`src/rtl/pwm_pkg.sv`:
```
// Shared definitions for the PWM duty scheduler and the PWM comparator core.
// Build option: PWM_SLEW_LIMIT_EN enables per-period slew limiting of the
// active duties; without it every apply is a single-step load.
package pwm_pkg;

  typedef enum logic [1:0] {
    ST_IDLE  = 2'd0,
    ST_WAIT  = 2'd1,
    ST_APPLY = 2'd2
  } pwm_state_e;

  localparam int         NCH        = 3;
  localparam logic [1:0] CHAN_BCAST = 2'd3;

  // Prescaler divisors for the 960 Hz PWM tick and the 50 Hz servo frame.
  localparam int PRESCALE_960HZ = 10416;
  localparam int PRESCALE_50HZ  = 200000;

`ifdef PWM_SLEW_LIMIT_EN
  localparam bit SLEW_LIMIT_EN = 1'b1;
`else
  localparam bit SLEW_LIMIT_EN = 1'b0;
`endif

  // True when a request on chan addresses channel idx (broadcast hits all).
  function automatic logic chan_hit(input logic [1:0] chan, input int idx);
    logic [1:0] idx_b;
    idx_b = idx[1:0];
    return (chan == CHAN_BCAST) || (chan == idx_b);
  endfunction

endpackage

```
`src/rtl/pwm_duty_slew.sv`:
```
// Per-channel active-duty register. On load it moves toward the target,
// either in one step or (with PWM_SLEW_LIMIT_EN) by at most STEP, stopping
// exactly on the target. duty_nxt exposes the value the register takes at
// the next edge so the scheduler can decide whether work remains.
module pwm_duty_slew
  import pwm_pkg::*;
#(
  parameter int WIDTH = 8,
  parameter int STEP  = 4
) (
  input  logic             clk,
  input  logic             rst_n,
  input  logic             load,
  input  logic [WIDTH-1:0] target,
  output logic [WIDTH-1:0] duty,
  output logic [WIDTH-1:0] duty_nxt
);

  logic [WIDTH-1:0] step_val;

  if (SLEW_LIMIT_EN && (STEP > 0)) begin : g_slew
    localparam logic [WIDTH:0]   STEP_W = (WIDTH+1)'(STEP);
    localparam logic [WIDTH-1:0] STEP_N = WIDTH'(STEP);
    logic [WIDTH:0] cur_w, tgt_w, up_w, lim_w;

    // Widened arithmetic so cur+STEP and tgt+STEP cannot wrap; saturate on target.
    always_comb begin
      cur_w    = {1'b0, duty};
      tgt_w    = {1'b0, target};
      up_w     = cur_w + STEP_W;
      lim_w    = tgt_w + STEP_W;
      step_val = target;
      if (cur_w < tgt_w) begin
        if (up_w < tgt_w) step_val = up_w[WIDTH-1:0];
      end else if (cur_w > lim_w) begin
        step_val = duty - STEP_N;
      end
    end
  end else begin : g_load
    assign step_val = target;
  end

  assign duty_nxt = load ? step_val : duty;

  // Active duty register.
  always_ff @(posedge clk or negedge rst_n) begin
    if (!rst_n) duty <= '0;
    else        duty <= duty_nxt;
  end

endmodule

```
`src/rtl/pwm_duty_scheduler.sv`:
```
// Duty-cycle update scheduler for the 3-channel PWM generator. Requests are
// clamped and stored as targets; targets reach the active duty registers only
// in APPLY, which is entered on a period boundary so no period is glitched.
// Build option: PWM_SLEW_LIMIT_EN (see pwm_pkg / pwm_duty_slew).
//
//  state    | meaning
//  ---------+------------------------------------------------------------
//  ST_IDLE  | all targets applied, waiting for a request
//  ST_WAIT  | targets differ (or were rewritten), waiting for period_start
//  ST_APPLY | one cycle moving active duties toward targets; no accepts
module pwm_duty_scheduler
  import pwm_pkg::*;
#(
  parameter int WIDTH    = 8,
  parameter int MAX_DUTY = 100,
  parameter int STEP     = 4
) (
  input  logic             clk,
  input  logic             rst_n,
  input  logic             ena,
  input  logic             cfg_valid,
  output logic             cfg_ready,
  input  logic [1:0]       cfg_chan,
  input  logic [WIDTH-1:0] cfg_duty,
  input  logic             period_start,
  output logic [WIDTH-1:0] duty0,
  output logic [WIDTH-1:0] duty1,
  output logic [WIDTH-1:0] duty2,
  output logic             pending
);

  localparam logic [WIDTH-1:0] MAX_DUTY_W = WIDTH'(MAX_DUTY);

  pwm_state_e       state_q, state_d;
  logic             run_q;
  logic             accept, go_apply, apply_en, pending_nxt;
  logic [WIDTH-1:0] duty_clamped;
  logic [NCH-1:0]   hit, load, skip_d, skip_q;
  logic [WIDTH-1:0] target_q [NCH];
  logic [WIDTH-1:0] duty_q   [NCH];
  logic [WIDTH-1:0] duty_nxt [NCH];

  assign accept       = cfg_valid && cfg_ready;
  assign go_apply     = (state_q == ST_WAIT) && period_start && ena;
  assign duty_clamped = (cfg_duty > MAX_DUTY_W) ? MAX_DUTY_W : cfg_duty;

  // Channel decode, and which channels a request coinciding with the
  // boundary was written to: those must wait for the following boundary.
  always_comb begin
    hit    = '0;
    skip_d = '0;
    for (int i = 0; i < NCH; i++) begin
      hit[i]    = chan_hit(cfg_chan, i);
      skip_d[i] = go_apply && accept && hit[i];
    end
  end

  // Pending now, and pending after this cycle's apply (decides APPLY exit).
  always_comb begin
    pending     = 1'b0;
    pending_nxt = 1'b0;
    for (int i = 0; i < NCH; i++) begin
      if (target_q[i] != duty_q[i])   pending     = 1'b1;
      if (target_q[i] != duty_nxt[i]) pending_nxt = 1'b1;
    end
  end

  // Holds cfg_ready low until the first clock after reset release.
  always_ff @(posedge clk or negedge rst_n) begin
    if (!rst_n) run_q <= 1'b0;
    else        run_q <= 1'b1;
  end

  // Target registers; last accepted write per channel wins.
  always_ff @(posedge clk or negedge rst_n) begin
    if (!rst_n) begin
      for (int i = 0; i < NCH; i++) target_q[i] <= '0;
      skip_q <= '0;
    end else begin
      for (int i = 0; i < NCH; i++) begin
        if (accept && hit[i]) target_q[i] <= duty_clamped;
      end
      skip_q <= skip_d;
    end
  end

  // FSM state register.
  always_ff @(posedge clk or negedge rst_n) begin
    if (!rst_n) state_q <= ST_IDLE;
    else        state_q <= state_d;
  end

  // FSM next state; with ena low every state holds.
  always_comb begin
    state_d = state_q;
    unique case (state_q)
      ST_IDLE:  if (accept) state_d = ST_WAIT;
      ST_WAIT:  if (go_apply) state_d = ST_APPLY;
      ST_APPLY: if (ena) state_d = pending_nxt ? ST_WAIT : ST_IDLE;
      default:  state_d = ST_IDLE;
    endcase
  end

  // FSM outputs: handshake ready and per-channel apply strobes.
  always_comb begin
    cfg_ready = ena && run_q && (state_q != ST_APPLY);
    apply_en  = (state_q == ST_APPLY) && ena;
    load      = '0;
    for (int i = 0; i < NCH; i++) load[i] = apply_en && !skip_q[i];
  end

  for (genvar g = 0; g < NCH; g++) begin : g_chan
    pwm_duty_slew #(
      .WIDTH (WIDTH),
      .STEP  (STEP)
    ) u_slew (
      .clk      (clk),
      .rst_n    (rst_n),
      .load     (load[g]),
      .target   (target_q[g]),
      .duty     (duty_q[g]),
      .duty_nxt (duty_nxt[g])
    );
  end

  assign duty0 = duty_q[0];
  assign duty1 = duty_q[1];
  assign duty2 = duty_q[2];

endmodule

```
`config.mk`:
```
export PLATFORM = sky130hd
export DESIGN_NAME = pwm_duty_scheduler
export DESIGN_NICKNAME = d
export VERILOG_FILES = /design/src/rtl/pwm_pkg.sv /design/src/rtl/pwm_duty_slew.sv /design/src/rtl/pwm_duty_scheduler.sv
export SDC_FILE = /design/constraint.sdc
export NUM_CORES = 1
export LEC_CHECK = 0
export CELL_PAD_IN_SITES_DETAIL_PLACEMENT = 1
export CELL_PAD_IN_SITES_GLOBAL_PLACEMENT = 1
export CORE_AREA = 2 2 79 81
export CTS_CLUSTER_DIAMETER = 200
export CTS_CLUSTER_SIZE = 40
export DETAILED_ROUTE_END_ITERATION = 6
export DIE_AREA = 0 0 81 83
export GPL_TIMING_DRIVEN = 0
export HOLD_SLACK_MARGIN = 0.12
export PLACE_DENSITY_LB_ADDON = 0.1
export SYNTH_ARGS = -nofsm -noshare
export SYNTH_HDL_FRONTEND = slang
export SYNTH_SLANG_ARGS = --single-unit
```
`constraint.sdc`:
```
create_clock -name clk -period 1.9 [get_ports clk]
set_input_delay 0.38 -clock clk [delete_from_list [all_inputs] [get_ports clk]]
set_output_delay 0.38 -clock clk [all_outputs]
set_load 0.1 [all_outputs]
```
==> impl_metrics.yaml, run 1 <==
timing:
  max_freq_ghz: 0.467
  min_period_ns: 2.14
  fin_skew_ns: 0.0134
  layout_setup_ws_ns: -0.242
  slew_headroom_pct: 62.0
  period_share_pct: 113
  hold_violations: 0
  setup_violations: 1
  worst_slew_pin_slew_ns: 0.569
  slew_violations: 0
  rsz0062_at_grt: "true"
setup_path:
  crit_family: "simple AND/OR/NAND/NOR gates"
  crit_fanout: 3
  cp-end-kind: "primary output"
  rrSetupSlack_ns: 0.18
  critPathBufInv: 1
  critPathLaunchType: "flip-flop"
  setup.worst_path.class: "reg -> out"
  crit_slowest_cell: "dfrtp_2"
  cp.required_ns: 1.52
  max_stage_delay_ns: 0.43
  path_cells: "xnor2_1 > nand4_1 > nor4_4 > nand2_4 > buf_12"
  crit_arrival_ns: 1.76
drt:
  routed_wl_um: 5570
  dr_wl_met3_um: 185
  dr_total_vias: 1623
  ant_nets: 0
  vias_per_cell: 5.10
  firstDrtPassIters: 4
  first_iter_violations: 34
  m1WireLength_um: 2380
  drc: 0
  top_layer_used: "met4"
  route.detailed.wl_per_inst_um: 17.5
  wl_met2_um: 2930
power:
  ir_worst_vdd_mv: 0.884
  p_per_area_nw_per_um2: 1630
  leakagePower_uw: 0.00137
global_routing:
  grt.total_usage_pct: 18.9
  grt_overflow: 0
  grt_pass1_vias: 1867
  grt_antenna_before_repair: 0
  grt_pass1_wl_um: 9610
  grt_max_degree: 41
finish:
  n_antenna_cell: 0
  nets: 260
  final_common_cell: "dfrtp_1"
  drive_gt1_share_pct: 47.3
  fin_cells: 318
  layout_common_cells: "dfrtp_1 (30), mux2_2 (28), clkdlybuf4s15_2 (23), xnor2_1 (18)"
  syn2layout_area_growth_pct: 33.2
  utilization_pct: 56.7
  fillers: 595
cts:
  cts_tree: "yes"
  clk_latency_ns: 0.31
  clockRootBuffer: "clkbuf_8"
  cts_buffers: 5
  cts_max_path_buffers: 2
  cts.sinks: 54
  htree_num_levels: 2
  clkSlewWorstSetupHoldPaths_ns: 0.10
flow_run:
  cap_violations: 0
status:
  violations: "negative setup slack"
  status: "finished, violations left"
placed_design:
  hpwlAfterDp_um: 4040
  dp.cells: 305
  gp_congestion: 0.758
  portBuffers: 40
floorplan:
  die_height_um: 83
  die_x_um: 81
  initial_core_util_pct: 42.6
  placementRows: 28
  fp.dieArea_um2: 6720
  io_pins: 41
  coreArea_um2: 5820
logic_synthesis:
  postSynth.asyncResetShare_pct: 100
  syn_area_per_cell_um2: 13.1
  ys_seq_elements: 54
  synth.distinct_cells: 31
  syn_area_um2: 2480
  synthFlopType: "dfrtp_1"
  synth_edf_count: 0
  postSynthCellCount: 189
  yosysSeqAreaShare_pct: 54.5
  synth_nets: 207
  ys_warn_count: 0
worst_hold_path:
  holdCritPathClass: "in -> reg"
path summary, 6_finish.rpt:
| kind | startpoint | depth (start not counted) | end |
|---|---|---|---|
| max | g_chan[1].u_slew.duty[5] | 5 | pending |
| min | ena | 2 | state_q[1] |
| max reg2reg | state_q[0] | 5 | g_chan[1].u_slew.duty[3] |
| min reg2reg | g_chan[1].u_slew.duty[4] | 1 | g_chan[1].u_slew.duty[4] |
| max in group asynchronous | rst_n | 3 | g_chan[2].u_slew.duty[7] |
| min in group asynchronous | rst_n | 2 | target_q[23] |
area by class of cell:
class / instances / area (um^2) / share of cell area, %
flip-flops and latches: 54 / 1410 / 42.8
multi-input cells: 128 / 1160 / 35.3
plain buffers: 4 / 26.3 / 0.796
repair buffers: 46 / 502 / 15.2
inverters: 3 / 11.3 / 0.341
clock buffers: 8 / 90.1 / 2.73
well taps: 75 / 93.8 / 2.84
flip-flops by register name (all words and copies together), names as in the netlist:
| name | count |
|---|---|
| g_chan.u_slew.duty | 24 |
| target_q | 24 |
| skip_q | 3 |
| state_q | 2 |
| run_q | 1 |
cell usage after synthesis (2+ instances only):
cell      number  share of area (%)
a21oi_1        8                1.6
and2_1         5                1.3
buf_2          3               0.61
dfrtp_1       54                 55
ha_1           3                1.5
inv_1          3               0.45
mux2_2        28                 13
mux2_4         8                4.8
nand2_1        5               0.76
nand4_1        7                1.8
nor2_1        11                1.7
nor2_8         2                1.6
nor2b_1        4                1.0
nor3b_1        2               0.61
o2111a_1       2               0.91
o21ai_0        5                1.0
o22ai_1        2               0.50
xnor2_1       24                8.5
metal layers:
metal,up-vias,track usage (%)
met5,-,0
met4,0,5.55
met3,6,3.37
met2,34,32.4
met1,821,23.9
li1,762,-
power breakdown:
part / internal, uW / switching [uW] / leakage [uW]
Combinational: 911 / 1930 / 0.000671
Sequential: 1540 / 341 / 0.000656
Clock: 298 / 360 / 0.0000455
worst register-to-register path: cells and delay by family, from the launching register on:
family	cells	cell delay (ns)
simple gates	3	0.69
buf+inv	1	0.15
mux	1	0.37
flops	1	0.41
kinds of logic (layout without fill, tap and decap cells):
logic type / Yosys count / count (layout) / synth area share [%]
XOR/XNOR: 24 / 24 / 8.48
adder cells (fa/ha/maj): 3 / 3 / 1.52
buffers and inverters: 7 / 61 / 1.51
flip-flops: 54 / 54 / 54.5
multiplexers: 36 / 36 / 17.6
AND/OR/NAND/NOR: 42 / 42 / 10.5
AO/OA/AOI/OAI: 22 / 22 / 5.71
other: 1 / 1 / 0.151
metrics by stage:
step / setup TNS (ns) / hold slack (ns) / cell area [um^2] / total power, uW / setup slack (ns)
after global placement: -73.51 / 0.517 / 3050 / 4590 / -1.45
after floorplan: -0.0229 / 0.0844 / 2550 / 3980 / -0.0229
after detailed placement: -9.79 / 0.320 / 3060 / 4670 / -0.908
after global routing: -0.328 / 0.438 / 3300 / 5650 / -0.328
after CTS: -0.303 / 0.519 / 3300 / 5420 / -0.250
final: -0.242 / 0.394 / 3300 / 5380 / -0.242
repair_timing:
| item | in CTS | in global routing |
|---|---|---|
| resized for setup | 96 | 4 |
| pin swaps | 10 | 0 |
| endpoints found under the setup margin | 27 | 3 |
| hold endpoints to repair | 14 | 0 |
| hold buffers | 1 | 0 |
| setup buffers | 4 | 0 |
(Power assumes the default switching activity.)
==> run 2, diff against run 1 <==
--- a/config.mk
+++ b/config.mk
@@ -15,6 +15,7 @@
 export GPL_TIMING_DRIVEN = 0
 export HOLD_SLACK_MARGIN = 0.12
 export PLACE_DENSITY_LB_ADDON = 0.1
+export SETUP_SLACK_MARGIN = 0.5
 export SYNTH_ARGS = -nofsm -noshare
 export SYNTH_HDL_FRONTEND = slang
 export SYNTH_SLANG_ARGS = --single-unit
==> impl_metrics.yaml, run 2 (synthesis results as in run 1) <==
status:
  status: "finished, violations left"
  violations: "negative setup slack"
cts:
  cts.sinks: 54
  htree_num_levels: 2
  clk_latency_ns: 0.32
  cts_tree: "yes"
  cts_max_path_buffers: 2
  clockRootBuffer: "clkbuf_8"
  clkSlewWorstSetupHoldPaths_ns: 0.10
  cts_buffers: 5
floorplan:
  die_height_um: 83
  io_pins: 41
  fp.dieArea_um2: 6720
  placementRows: 28
  die_x_um: 81
  initial_core_util_pct: 42.6
  coreArea_um2: 5820
power:
  clkPwrFrac_pct: 10.1
  power.internal_uw: 3380
  fin_total_pwr_uw: 6420
  ir_worst_vdd_mv: 1.21
  p_sw_share_pct: 47.5
  p_per_area_nw_per_um2: 1600
  leakagePower_uw: 0.00176
  p_comb_share_pct: 58.9
  p_seq_share_pct: 31.0
  switchingPower_uw: 3050
finish:
  reg_top3: "g_chan.u_slew.duty (24), target_q (24), skip_q (3)"
  n_antenna_cell: 0
  final_cell_area_um2: 4030
  syn2layout_area_growth_pct: 62.5
  layout_common_cells: "mux2_4 (36), buf_6 (33), dfrtp_1 (29), buf_4 (19)"
  nets: 294
  drive_gt1_share_pct: 67.1
  final_common_cell: "mux2_4"
  fillers: 543
worst_hold_path:
  holdCritPathClass: "in -> reg"
placed_design:
  hpwlAfterDp_um: 4310
  portBuffers: 40
  placed_area_um2: 3110
  gp_congestion: 0.750
drt:
  dr_total_vias: 1849
  routed_wl_um: 8060
  drc: 0
  ant_nets: 0
  firstDrtPassIters: 4
  route.detailed.wl_per_inst_um: 22.9
  first_iter_violations: 100
  vias_per_cell: 5.25
timing:
  layout_setup_ws_ns: -0.362
  slew_headroom_pct: 59.0
  timing.setup.tns_ns: -0.362
  fin_skew_ns: 0.0174
  worst_slew_pin_slew_ns: 0.616
  hold_violations: 0
  setup_violations: 1
  rsz0062_at_grt: "true"
  period_share_pct: 119
  slew_violations: 0
  min_period_ns: 2.26
  max_freq_ghz: 0.442
setup_path:
  setup.worst_path.class: "reg -> out"
  max_stage_delay_ns: 0.43
  cp.required_ns: 1.52
  crit_arrival_ns: 1.88
  critPathLaunchType: "flip-flop"
  path_cells: "xnor2_1 > nand4_1 > nor4_4 > nand2_4 > buf_12"
  crit_slowest_cell: "dfrtp_1"
  cp-end-kind: "primary output"
  crit_fanout: 3
global_routing:
  grt_antenna_before_repair: 0
  grt.total_usage_pct: 22.0
  grt_overflow: 0
  grt_max_degree: 32
  grt_pass1_vias: 2060
  grt_pass1_wl_um: 11200
flow_run:
  cap_violations: 0
==> run 2: cell count changes in the layout (fill, tap and decap cells not counted), sizes merged <==
cell	change
buf	+57
clkbuf	-1
clkdlybuf4s15	-23
clkdlybuf4s50	-10
clkinv	+2
dlygate4sd2	+10
dlymetal6s2s	-1
==> run 2: critical path, delay by kind of cell, from the launching register on <==
family	cells	cell delay [ns]
simple gates	3	0.76
flops	1	0.43
xor+xnor	1	0.20
buf+inv	1	0.18
==> run 2: what timing repair did <==
action	CTS	global route
hold buffers	1	0
pin swaps	16	8
resized for setup	239	77
setup buffers	29	8
cloned	0	1
endpoints found under the hold margin	23	0
setup endpoints to repair	78	72
==> run 2: final cells by class <==
class	instances	area, um^2	area share (%)
timing repair buffer	80	937	23.3
buffer	4	45.0	1.12
multi-input combinational	128	1440	35.9
clock buffer	6	72.6	1.80
sequential	54	1410	35.1
inverter	3	11.3	0.280
tap	75	93.8	2.33
clock inverter	2	10.0	0.249
==> run 2: path summary, 6_finish.rpt <==
kind	start	to	slack, ns	cells past startpoint
worst max-delay path	target_q[12]	pending	-0.36	5
worst min-delay path	ena	state_q[1]	0.35	2
worst max register to register	target_q[12]	state_q[0]	0.25	6
worst min register to register	target_q[22]	target_q[22]	0.56	2
max in group asynchronous	rst_n	g_chan[2].u_slew.duty[0]	0.69	3
min in group asynchronous	rst_n	g_chan[0].u_slew.duty[7]	0.59	2
==> run 2: routing by layer <==
layer,vias up,GRT usage (%),part of all wire [%]
li1,835,-,-
met1,959,28.0,41
met5,-,0,0
met2,38,38.3,54
met4,0,5.86,2.3
met3,17,3.37,2.8
==> run 2: per-stage QoR <==
stage               hold WS [ns]  cells  worst slack, ns  utilization [%]
floorplan                 0.0844    189          -0.0229                -
global placement           0.520    304            -1.41             53.2
detailed placement         0.418    305           -0.960             53.5
CTS                        0.472    343           -0.253             62.5
global route               0.341    352           -0.428             69.2
finish                     0.345    352           -0.362             69.2
==> run 2: power by group through the flow <==
stage	sequential (uW)	combinational, uW	clock (uW)
2_1_floorplan	3200	848	0
3_3_place_gp	1860	2780	0
3_5_place_dp	1900	2830	0
4_1_cts	1900	3260	651
5_1_grt	2040	3920	712
6_report	1990	3780	648
==> run 3, diff against run 2 <==
--- a/config.mk
+++ b/config.mk
@@ -5,13 +5,14 @@
 export SDC_FILE = /design/constraint.sdc
 export NUM_CORES = 1
 export LEC_CHECK = 0
+export ABC_AREA = 1
 export CELL_PAD_IN_SITES_DETAIL_PLACEMENT = 1
 export CELL_PAD_IN_SITES_GLOBAL_PLACEMENT = 1
-export CORE_AREA = 2 2 79 81
+export CORE_AREA = 2 2 83 85
 export CTS_CLUSTER_DIAMETER = 200
 export CTS_CLUSTER_SIZE = 40
 export DETAILED_ROUTE_END_ITERATION = 6
-export DIE_AREA = 0 0 81 83
+export DIE_AREA = 0 0 85 87
 export GPL_TIMING_DRIVEN = 0
 export HOLD_SLACK_MARGIN = 0.12
 export PLACE_DENSITY_LB_ADDON = 0.1
==> impl_metrics.yaml, run 3 <==
status:
  status: "finished, violations left"
  violations: "negative setup slack"
logic_synthesis:
  synth.distinct_cells: 25
  synth.most_common_cell: "nand2_1"
  syn_area_per_cell_um2: 8.61
  ys_warn_count: 0
  syn_area_um2: 2550
  synthFlopType: "dfrtp_1"
  postSynthCellCount: 296
  synth_edf_count: 0
  synth_top_area_share_pct: 53.0
  ys_seq_elements: 54
  synth_nets: 314
  postSynth.asyncResetShare_pct: 100
  synthTopCellsByArea: "dfrtp_1 (53%), nand2_1 (13%), o21ai_0 (7.5%), inv_1 (6.2%), xnor2_1 (5.8%)"
  yosysSeqAreaShare_pct: 53.0
  netlist_top_cells_count: "nand2_1 (85), dfrtp_1 (54), inv_1 (42)"
  yosys.area.top_type: "dfrtp_1"
setup_path:
  setup.worst_path.class: "reg -> out"
  crit_arrival_ns: 1.87
  critPathLaunchType: "flip-flop"
  cp.required_ns: 1.52
  crit_fanout: 3
  cp-end-kind: "primary output"
  r2r_start: "g_chan[2].u_slew.duty[6]"
  startpoint: "g_chan[1].u_slew.duty[4]"
floorplan:
  fp.dieArea_um2: 7400
  initial_core_util_pct: 38.8
  die_height_um: 87
  placementRows: 30
  coreArea_um2: 6570
  io_pins: 41
  die_x_um: 85
timing:
  max_freq_ghz: 0.445
  worst_slew_pin_slew_ns: 0.515
  min_period_ns: 2.25
  hold_violations: 0
  slew_headroom_pct: 65.7
  slew_violations: 0
  rsz0062_at_grt: "true"
  timing.setup.tns_ns: -0.346
  layout_setup_ws_ns: -0.346
  fin_skew_ns: 0.00749
  period_share_pct: 118
  setup_violations: 1
cts:
  clkSlewWorstSetupHoldPaths_ns: 0.10
  cts_tree: "yes"
  cts_buffers: 5
  clk_latency_ns: 0.31
  cts_max_path_buffers: 2
  cts.sinks: 54
  htree_num_levels: 2
  clockRootBuffer: "clkbuf_8"
finish:
  final_common_cell: "nand2_1"
  layout_common_cells: "nand2_1 (66), inv_1 (34), dfrtp_1 (30), o21ai_1 (28)"
  syn2layout_area_growth_pct: 60.2
  fillers: 716
  drive_gt1_share_pct: 45.2
  nets: 391
  reg_top3: "g_chan.u_slew.duty (24), target_q (24), skip_q (3)"
  fin_cells: 454
  n_antenna_cell: 0
drt:
  route.detailed.wl_per_inst_um: 16.5
  dr_total_vias: 2215
  ant_nets: 0
  vias_per_cell: 4.88
  routed_wl_um: 7500
  firstDrtPassIters: 4
  drc: 0
  first_iter_violations: 93
power:
  p_comb_share_pct: 60.3
  leakagePower_uw: 0.00191
  power.internal_uw: 3670
  p_sw_share_pct: 49.2
  fin_total_pwr_uw: 7230
  ir_worst_vdd_mv: 1.26
  clkPwrFrac_pct: 9.0
  switchingPower_uw: 3560
  p_seq_share_pct: 30.7
  p_per_area_nw_per_um2: 1770
global_routing:
  grt_pass1_wl_um: 10800
  grt_antenna_before_repair: 0
  met3_usage_pct: 3.13
  grt_util_met1_pct: 26.1
  grt_max_degree: 35
  grt_pass1_vias: 2186
  met2_usage_pct: 31.2
  grt_overflow: 0
  busiest_layer: "met2"
  grt.total_usage_pct: 18.8
placed_design:
  portBuffers: 39
  hpwlAfterDp_um: 4610
  dp.cells: 416
  gp_congestion: 0.749
flow_run:
  cap_violations: 0
worst_hold_path:
  worstHoldStart: "ena"
  holdCritPathClass: "in -> reg"
## run 3: timing repair
action / CTS / global route
cloned: 2 / 4
setup endpoints to repair: 72 / 71
hold buffers: 1 / 0
setup buffers: 11 / 12
gates resized for setup: 231 / 134
hold endpoints to repair: 20 / 0
pin swaps: 18 / 14
## run 3: routing by layer
layer	vias up	wire [um]
met5	-	0
met2	44	4010
met1	1097	3180
met4	0	112
met3	14	195
li1	1060	-
## run 3: worst max-delay path, cell delays in order, from the launching register on
cell,delay (ns)
dfrtp_4,0.52
xnor2_1,0.17
nand2_1,0.07
nor2_1,0.13
nand2_1,0.10
or3_4,0.40
buf_12,0.18
## run 3: cell type report
type	count	area, um^2	area share (%)
Buffer	7	78.8	1.93
Clock buffer	8	80.1	1.96
Inverter	43	164	4.01
Multi-Input combinational cell	192	1280	31.3
Sequential cell	54	1440	35.3
Tap cell	80	100	2.45
Timing Repair Buffer	70	942	23.1
## run 3: metrics by stage
step                utilization [%]  cell area, um^2  hold slack [ns]  setup slack, ns
floorplan                         -             2660           0.0844         -0.00477
global placement               47.9             3150            0.504            -1.68
detailed placement             48.1             3160            0.383           -0.832
CTS                            53.9             3540            0.406           -0.339
global route                   62.2             4080            0.453           -0.433
finish                         62.2             4080            0.439           -0.346
## run 3: kinds of logic (layout without fill, tap and decap cells)
logic type	Yosys count	count (layout)	synth area share (%)
AND/OR/NAND/NOR	123	123	21.5
flip-flops	54	54	53.0
buffers and inverters	50	128	8.39
AO/OA/AOI/OAI	47	47	9.23
XOR/XNOR	17	17	5.84
adder cells (fa/ha/maj)	3	3	1.47
other	1	1	0.147
multiplexers	1	1	0.442
## run 3: worst paths after layout
kind / endpoint / slack (ns) / cells after the start
min in group asynchronous: target_q[15] / 0.57 / 2
worst min-delay path: state_q[1] / 0.44 / 4
worst min register to register: target_q[22] / 0.55 / 2
max in group asynchronous: g_chan[2].u_slew.duty[2] / 0.74 / 3
worst max register to register: state_q[0] / 0.36 / 9
worst max-delay path: pending / -0.35 / 6
## run 3: power groups by stage
stage	logic, uW	clock network (uW)	registers, uW
finish	4360	653	2220
global route	4580	710	2280
CTS	3600	663	2120
detailed placement	3330	0	2080
global placement	3270	0	2050
floorplan	887	0	3720
